--- src/rtl/debug_dma_sched.sv ---
// debug_dma_sched: round-robin command scheduler in front of the debug DMA register files
// Ports:
//   clk, rstn                 IU clock, async active-low reset
//   req_valid/req_ready       per-requester handshake (bit0 host, bit1 loader)
//   req_tid/addr/buf_addr/
//   req_count/req_cmd         per-requester command fields, packed requester 0 in the low slice
//   cmd_tid, cmd_*_we/_reg    paired addr/ctrl register write, {parity, payload}
//   cmd_ack                   DMA accepted the ctrl write
//   dma_done, done_tid        completion for one thread
//   busy                      per-thread outstanding bitmap
//   done_cnt                  wrapping completion counter
//   req_err                   per-requester reject pulse (zero count or NOP)
module debug_dma_sched #(
    parameter int NTHREAD    = 64,
    parameter int TIDW       = 6,
    parameter int ADDRW      = 32,
    parameter int BUFAW      = 10,
    parameter int CNTW       = 10,
    parameter int LUTRAMPROT = 1
) (
    input  logic                        clk,
    input  logic                        rstn,
    input  logic [1:0]                  req_valid,
    output logic [1:0]                  req_ready,
    input  logic [2*TIDW-1:0]           req_tid,
    input  logic [2*ADDRW-1:0]          req_addr,
    input  logic [2*BUFAW-1:0]          req_buf_addr,
    input  logic [2*CNTW-1:0]           req_count,
    input  logic [3:0]                  req_cmd,
    output logic [TIDW-1:0]             cmd_tid,
    output logic                        cmd_addr_we,
    output logic [ADDRW:0]              cmd_addr_reg,
    output logic                        cmd_ctrl_we,
    output logic [BUFAW+CNTW+2:0]       cmd_ctrl_reg,
    input  logic                        cmd_ack,
    input  logic                        dma_done,
    input  logic [TIDW-1:0]             done_tid,
    output logic [NTHREAD-1:0]          busy,
    output logic [15:0]                 done_cnt,
    output logic [1:0]                  req_err
);
    localparam logic [1:0] NOP = 2'b00;

    typedef enum logic [1:0] {IDLE, ISSUE, WAIT_ACK} state_t;

    state_t             state, state_n;
    logic               rr, sel, grant, bad, issuing;
    logic [1:0]         elig;
    logic [TIDW-1:0]    tid_s, tid_q;
    logic [ADDRW-1:0]   addr_s, addr_q;
    logic [BUFAW-1:0]   buf_s, buf_q;
    logic [CNTW-1:0]    cnt_s, cnt_q;
    logic [1:0]         cmd_s, cmd_q;
    logic [NTHREAD-1:0] busy_n;

    always_ff @(posedge clk or negedge rstn)
        if (!rstn) state <= IDLE;
        else state <= state_n;

    // rstn gating keeps the handshake pulses quiet while reset is held
    always_comb begin
        elig[0]      = rstn && state == IDLE && req_valid[0] && !busy[req_tid[TIDW-1:0]];
        elig[1]      = rstn && state == IDLE && req_valid[1] && !busy[req_tid[2*TIDW-1:TIDW]];
        sel          = elig[rr] ? rr : !rr;
        grant        = |elig;
        tid_s        = sel ? req_tid[2*TIDW-1:TIDW]        : req_tid[TIDW-1:0];
        addr_s       = sel ? req_addr[2*ADDRW-1:ADDRW]     : req_addr[ADDRW-1:0];
        buf_s        = sel ? req_buf_addr[2*BUFAW-1:BUFAW] : req_buf_addr[BUFAW-1:0];
        cnt_s        = sel ? req_count[2*CNTW-1:CNTW]      : req_count[CNTW-1:0];
        cmd_s        = sel ? req_cmd[3:2]                  : req_cmd[1:0];
        bad          = cnt_s == '0 || cmd_s == NOP;
        issuing      = state != IDLE;
        req_ready    = grant ? (sel ? 2'b10 : 2'b01) : 2'b00;
        req_err      = bad ? req_ready : 2'b00;
        cmd_addr_we  = issuing;
        cmd_ctrl_we  = issuing;
        state_n      = issuing ? (cmd_ack ? IDLE : WAIT_ACK) : (grant && !bad ? ISSUE : IDLE);
    end

    // set is applied after clear so a premature done cannot drop a fresh busy bit
    always_comb begin
        busy_n = busy;
        if (dma_done) busy_n[done_tid] = 1'b0;
        if (issuing && cmd_ack) busy_n[tid_q] = 1'b1;
    end

    always_ff @(posedge clk or negedge rstn)
        if (!rstn) begin
            rr       <= 1'b0;
            busy     <= '0;
            done_cnt <= '0;
            tid_q    <= '0;
            addr_q   <= '0;
            buf_q    <= '0;
            cnt_q    <= '0;
            cmd_q    <= '0;
        end else begin
            rr       <= grant ? !sel : rr;
            busy     <= busy_n;
            done_cnt <= done_cnt + 16'(dma_done);
            if (grant && !bad) begin
                tid_q  <= tid_s;
                addr_q <= addr_s;
                buf_q  <= buf_s;
                cnt_q  <= cnt_s;
                cmd_q  <= cmd_s;
            end
        end

    assign cmd_tid      = tid_q;
    assign cmd_addr_reg = {(LUTRAMPROT != 0) & (^addr_q), addr_q};
    assign cmd_ctrl_reg = {(LUTRAMPROT != 0) & (^{buf_q, cnt_q, cmd_q}), buf_q, cnt_q, cmd_q};
endmodule

--- config.mk ---
export PLATFORM = sky130hd
export DESIGN_NAME = debug_dma_sched
export DESIGN_NICKNAME = d
export VERILOG_FILES = /design/src/rtl/debug_dma_sched.sv
export SDC_FILE = /design/constraint.sdc
export NUM_CORES = 1
export LEC_CHECK = 0
export CORE_ASPECT_RATIO = 0.75
export CORE_MARGIN = 4
export CORE_UTILIZATION = 46
export CTS_CLUSTER_DIAMETER = 60
export DETAILED_ROUTE_END_ITERATION = 8
export PLACE_DENSITY_LB_ADDON = 0.1
export SYNTH_ARGS = -nofsm -noshare
export SYNTH_HDL_FRONTEND = slang
export SYNTH_SLANG_ARGS = --single-unit
--- constraint.sdc ---
create_clock -name clk -period 4.6 [get_ports clk]
set_input_delay 0.92 -clock clk [delete_from_list [all_inputs] [get_ports clk]]
set_output_delay 0.92 -clock clk [all_outputs]
set_load 0.005 [all_outputs]
### Word-level counts from Yosys, hierarchy flattened

Index checks and enable logic that the tools add are counted.

| word-level totals | value |
|---|---|
| bits in registers | 143 |
| input port bits | 132 |
| logic and storage cells | 66 |

| operators by class | value |
|---|---|
| add/subtract/negate cells | 1 |
| order comparisons | 7 |
| multiplexer cells | 24 |
| bitwise gates (word level) | 3 |
| reduce and logical (&&, ||, !) cells | 22 |

Operators by type and width:

| operator | count |
|---|---|
| 64-bit 2-to-1 mux | 2 |
| 64-bit bitwise AND | 1 |
| 64-bit inverter | 1 |
| 64-bit OR | 1 |
| 32-bit 2-to-1 mux | 1 |
| 32-bit XOR reduction | 1 |
| 6-bit by 7-bit < comparator with 1-bit output (second input constant) | 4 |
| 22-bit XOR reduction | 1 |
| 10-bit 2-to-1 mux | 2 |
| 16-bit by 1-bit adder with 16-bit output | 1 |
| 1-bit binary-select mux with 6-bit select | 2 |
| 1-bit demux with 6-bit select | 2 |
| 6-bit by 1-bit >= comparator with 1-bit output (second input constant) | 2 |
| 2-bit 2-to-1 mux | 6 |
| 10-bit logical NOT | 1 |
| 1-bit logical AND | 9 |
| 1-bit 2-to-1 mux | 8 |
| 6-bit 2-to-1 mux | 1 |
| 1-bit logical NOT | 5 |
| 2-bit logical NOT | 2 |
| 1-bit by 2-bit < comparator with 1-bit output (second input constant) | 1 |
| 2-bit nonzero test | 1 |
| 2-bit OR reduction | 1 |
| 1-bit logical OR | 1 |

### Logic depth before layout (Yosys ltp)

| depth | value |
|---|---|
| depth in word-level cells | 14 |
| mapped depth | 14 |
| depth with buffers taken out | 9 |

### Worst setup path before layout

OpenSTA, ideal clock, no wires.

| timing | value |
|---|---|
| kind | input port to output port |
| start point | input port req_tid[6] |
| end point | output port req_err[0] |
| data arrival time | 3.146 ns |
| path slack | 0.534 ns |
| stages | 11 |
| buffers on the path | 3 |
| path through | buf_4 -> buf_12 -> mux2i_1 -> a22oi_1 -> a21oi_1 -> nor4_4 -> o21ai_2 -> o21ai_1 -> buf_2 -> mux2_2 -> and2_1 |

| between the ends | value |
|---|---|
| word-level cells in the longest chain between the ends | 11 |
| elaborated cells on any way between the ends | 16 |
| those cells by class | mux (10); reduce/logical (6) |

Ends and longest elaborated chain:

| what | RTL line | text |
|---|---|---|
| from (decl) | 25 | `input logic [2*TIDW-1:0] req_tid,` |
| 1-bit binary-select mux with 6-bit select (*) | 63 | `elig[1] = rstn && state == IDLE && req_valid[1] && !busy[req_tid[2*TIDW-1:TIDW]];` |
| 1-bit 2-to-1 mux (not written as such) (*) | 63 |  |
| 1-bit logical NOT (*) | 63 |  |
| 1-bit logical AND (*) | 63 |  |
| 1-bit 2-to-1 mux (not written as such) (2 in series) | 64 | `sel = elig[rr] ? rr : !rr;` |
| 1-bit 2-to-1 mux | 64 |  |
| 10-bit 2-to-1 mux / 2-bit 2-to-1 mux (equally long branches) | 69, 70 |  |
| 10-bit logical NOT / 2-bit logical NOT (equally long branches) | 71 | `bad = cnt_s == '0 \|\| cmd_s == NOP;` |
| 1-bit logical OR | 71 |  |
| 2-bit 2-to-1 mux (*) | 74 | `req_err = bad ? req_ready : 2'b00;` |
| to (decl) | 40 | `output logic [1:0] req_err` |

Every way passes the cells marked *; elsewhere a longest branch is shown, timed or not. The select of a mux whose other input is x is not followed.

### Worst setup path after layout

| timing | value |
|---|---|
| start point | input port req_tid[8] |
| end point | output port req_err[1] |

The elaborated chain is that of the path after synthesis.

==> impl_metrics.env <==
export IMPL_outcome="finished clean"
export IMPL_io_pins=280
export IMPL_synthesis_area_um2=8242
export IMPL_initial_utilization_pct=46.82
export IMPL_dr_pass1_iters=5
export IMPL_setup_viol=0
export IMPL_post_place_cells=1257
export IMPL_cp_max_fo=6
export IMPL_netlist_instances=758
export IMPL_syn_avg_cell_area_um2=10.87
export IMPL_finalSetupTns_ns=0
export IMPL_cts_tree="built"
export IMPL_path_cells="dlygate4sd2_1 > nor2b_1 > a22oi_1 > a21boi_0 > nor4_4 > o21ai_2 > buf_4 > and2_1 > and2_1 > clkdlybuf4s50_1"
export IMPL_routed_wl_um=28200
export IMPL_power_uw=8263
export IMPL_cp_common_cell="and2_1"
export IMPL_finalWorstSetupSlack_ns=0.1340
export IMPL_clk_pin_slew_ns=0.06
export IMPL_grt_usage_pct=27.55
export IMPL_place_ws_ns=-0.1360
export IMPL_crit_path_top_delay_cell="clkdlybuf4s50_1"
export IMPL_grt_pass1_wl_um=42080
export IMPL_irDropWorstVdd_v=0.0007328
export IMPL_ys_async_sr_fraction_pct=100.0
export IMPL_vias=7327
export IMPL_final_nets=1172
export IMPL_maxSlewHeadroom_pct=38.52
export IMPL_cts_buffers_inserted=17
export IMPL_gp_congestion=0.9370
export IMPL_antenna_cells=0
export IMPL_viasPerCell=5.667
export IMPL_antenna_found_initial=0
export IMPL_rows=42
export IMPL_grt_pass1_vias=7318
export IMPL_timing_final_crit_period_ns=4.466
export IMPL_synth_edf_count=0
export IMPL_port_buffers=279
export IMPL_critPathKind="input port to primary output"
export IMPL_yosys_warnings=0
export IMPL_seq_area_frac_synth_pct=43.42
export IMPL_overflow=0
export IMPL_fin_cells=1293
export IMPL_die_h_um=123.9
export IMPL_grt_max_degree=71
export IMPL_rsz0062_at_grt="no"
export IMPL_drv_slew=0
export IMPL_dp_hpwl_um=21240
export IMPL_cts_sinks=143
export IMPL_cp_end_kind="primary output"
export IMPL_ys_flop_type="dfrtp_1"
export IMPL_routedWlPerCell_um=21.81
export IMPL_fin_skew_ns=0.01153
export IMPL_synth_distinct_cells=53
export IMPL_cts_buffer_depth=2
export IMPL_powerDensity_nw_per_um2=692.2
export IMPL_cts_max_level=4
export IMPL_drt_iter0_drc=721
export IMPL_drive_gt1_share_pct=18.17
export IMPL_required_ns=3.68
export IMPL_fmax_mhz=223.9
export IMPL_worst_pin_slew_ns=0.9223
export IMPL_synth_seq_cells=143
export IMPL_drtAntennaViolNets=0
export IMPL_hold_class="input port to asynchronous set/reset pin"
export IMPL_final_core_util_pct=67.81
export IMPL_drc=0
export IMPL_arrival_ns=3.55
export IMPL_die_w_um=162.6
export IMPL_insertion_delay_ns=0.43
export IMPL_power_leakage_uw=0.004838
export IMPL_fin_crit_sh_pct=97.09
export IMPL_core_area_um2=17600
export IMPL_syn_num_nets=892
export IMPL_area_growth_pct=44.85
export IMPL_critPathMaxStageDelay_ns=0.49
export IMPL_dieArea_um2=20140
export IMPL_root_buffer="clkbuf_16"
export IMPL_final_hold_viol_count=0
export IMPL_crit_path_start_kind="input port"
export IMPL_max_cap_viol_count=0
## Yosys cell counts, types with 5 or more instances
master / count / area (µm²)
a21oi_1: 7 / 35.03
a22oi_1: 25 / 187.7
a31oi_1: 5 / 31.28
buf_2: 14 / 70.07
clkbuf_1: 16 / 60.06
dfrtp_1: 143 / 3578
inv_1: 6 / 22.52
mux2_1: 5 / 56.30
mux2_2: 101 / 1137
mux2_4: 7 / 105.1
mux2i_1: 68 / 680.7
nand2_1: 23 / 86.33
nand3_1: 26 / 130.1
nand3b_1: 13 / 97.59
nand4_1: 8 / 50.05
nor2_1: 20 / 75.07
nor2b_1: 8 / 50.05
o21ai_0: 127 / 635.6
or2_2: 9 / 56.30
xnor2_1: 55 / 481.7
xor2_1: 11 / 96.34
## placed cells by master, fill, tap and decap left out, types with 3 or more instances in the layout
master / instances
and3_1: 4
inv_1: 6
mux2_2: 101
dfrtp_1: 143
mux2_4: 7
and4_1: 3
xor2_1: 11
mux2_1: 5
nand3b_1: 13
clkinvlp_4: 3
a21oi_1: 7
mux2i_1: 68
nor4_1: 4
o41ai_1: 3
a22oi_1: 25
or3b_2: 4
nor2b_1: 6
nand2_1: 23
nand2b_1: 3
buf_12: 3
nand3_1: 26
clkbuf_16: 17
or2_2: 9
o21ai_0: 127
clkdlybuf4s50_1: 273
and2_1: 4
xnor2_1: 55
a31oi_1: 5
nand4_1: 8
inv_6: 7
nor2_1: 19
buf_4: 19
## sequential cells by signal, indices dropped and copies added, names as in the netlist
register and count:
state 2, busy 64, cmd_q 2, cmd_tid 6, addr_q 32, buf_q 10
done_cnt 16, rr 1, cnt_q 10
## metal layers
layer,track usage [%],part of all wire (%)
met5,0,0
met2,41.88,45
met3,9.825,11
met4,7.910,2.0
met1,37.53,42
## cells by family after synthesis
| group | synth area share, % |
|---|---|
| AO/OA/AOI/OAI | 12.22 |
| AND/OR/NAND/NOR | 9.655 |
| adder cells (fa/ha/maj) | 0.3036 |
| XOR/XNOR | 7.014 |
| multiplexers | 24.29 |
| flip-flops | 43.42 |
| buffers and inverters | 3.097 |
## cell type report
type                       instances  area, µm²
multi-input combinational        568       4442
inverter                           7      26.28
fill                            1405       5667
clock buffer                      17      425.4
tap                              242      302.8
sequential                       143       3578
clock inverter                    15      172.7
timing repair buffer             301       2990
## per-stage QoR
stage,hold slack (ns),instance area [µm²]
finish,0.3045,11940
global route,0.2941,11940
CTS,0.2945,11890
detailed placement,0.4833,11280
global placement,0.4708,11280
floorplan,0.4682,8242
## worst paths after layout
kind,start,to,slack (ns),cells after the start
min in group clk,done_cnt[0]$_DFF_PN0_,done_cnt[0]$_DFF_PN0_,0.49,1
worst max-delay path,req_tid[8],req_err[1],0.13,10
worst min-delay path,rstn,cmd_tid[2]$_DFFE_PN0P_,0.30,1
worst max register to register,busy[58]$_DFF_PN0_,addr_q[20]$_DFFE_PN0P_,1.53,9
max in group asynchronous,rstn,busy[43]$_DFF_PN0_,2.65,3
worst min register to register,done_cnt[0]$_DFF_PN0_,done_cnt[0]$_DFF_PN0_,0.49,1
## critical path, delay by kind of cell
family | cells | cell delay, ns
compound gates | 3 | 0.67
buf+inv | 3 | 1.06
simple gates | 4 | 0.90
## timing repair
| item | in CTS | in global routing |
|---|---|---|
| endpoints found under the setup margin | 3 | 3 |
| hold buffers | 0 | 0 |
| buffers inserted | 0 | 4 |
| pin swaps | 0 | 1 |
| resized for setup | 4 | 7 |
## where the power goes
part / leakage, µW / internal [µW] / switching, µW
clock: 0.000284 / 815 / 607
combinational: 0.00273 / 2750 / 1730
sequential: 0.00183 / 1760 / 601
Note: power is estimated with default switching activity, not from simulation.
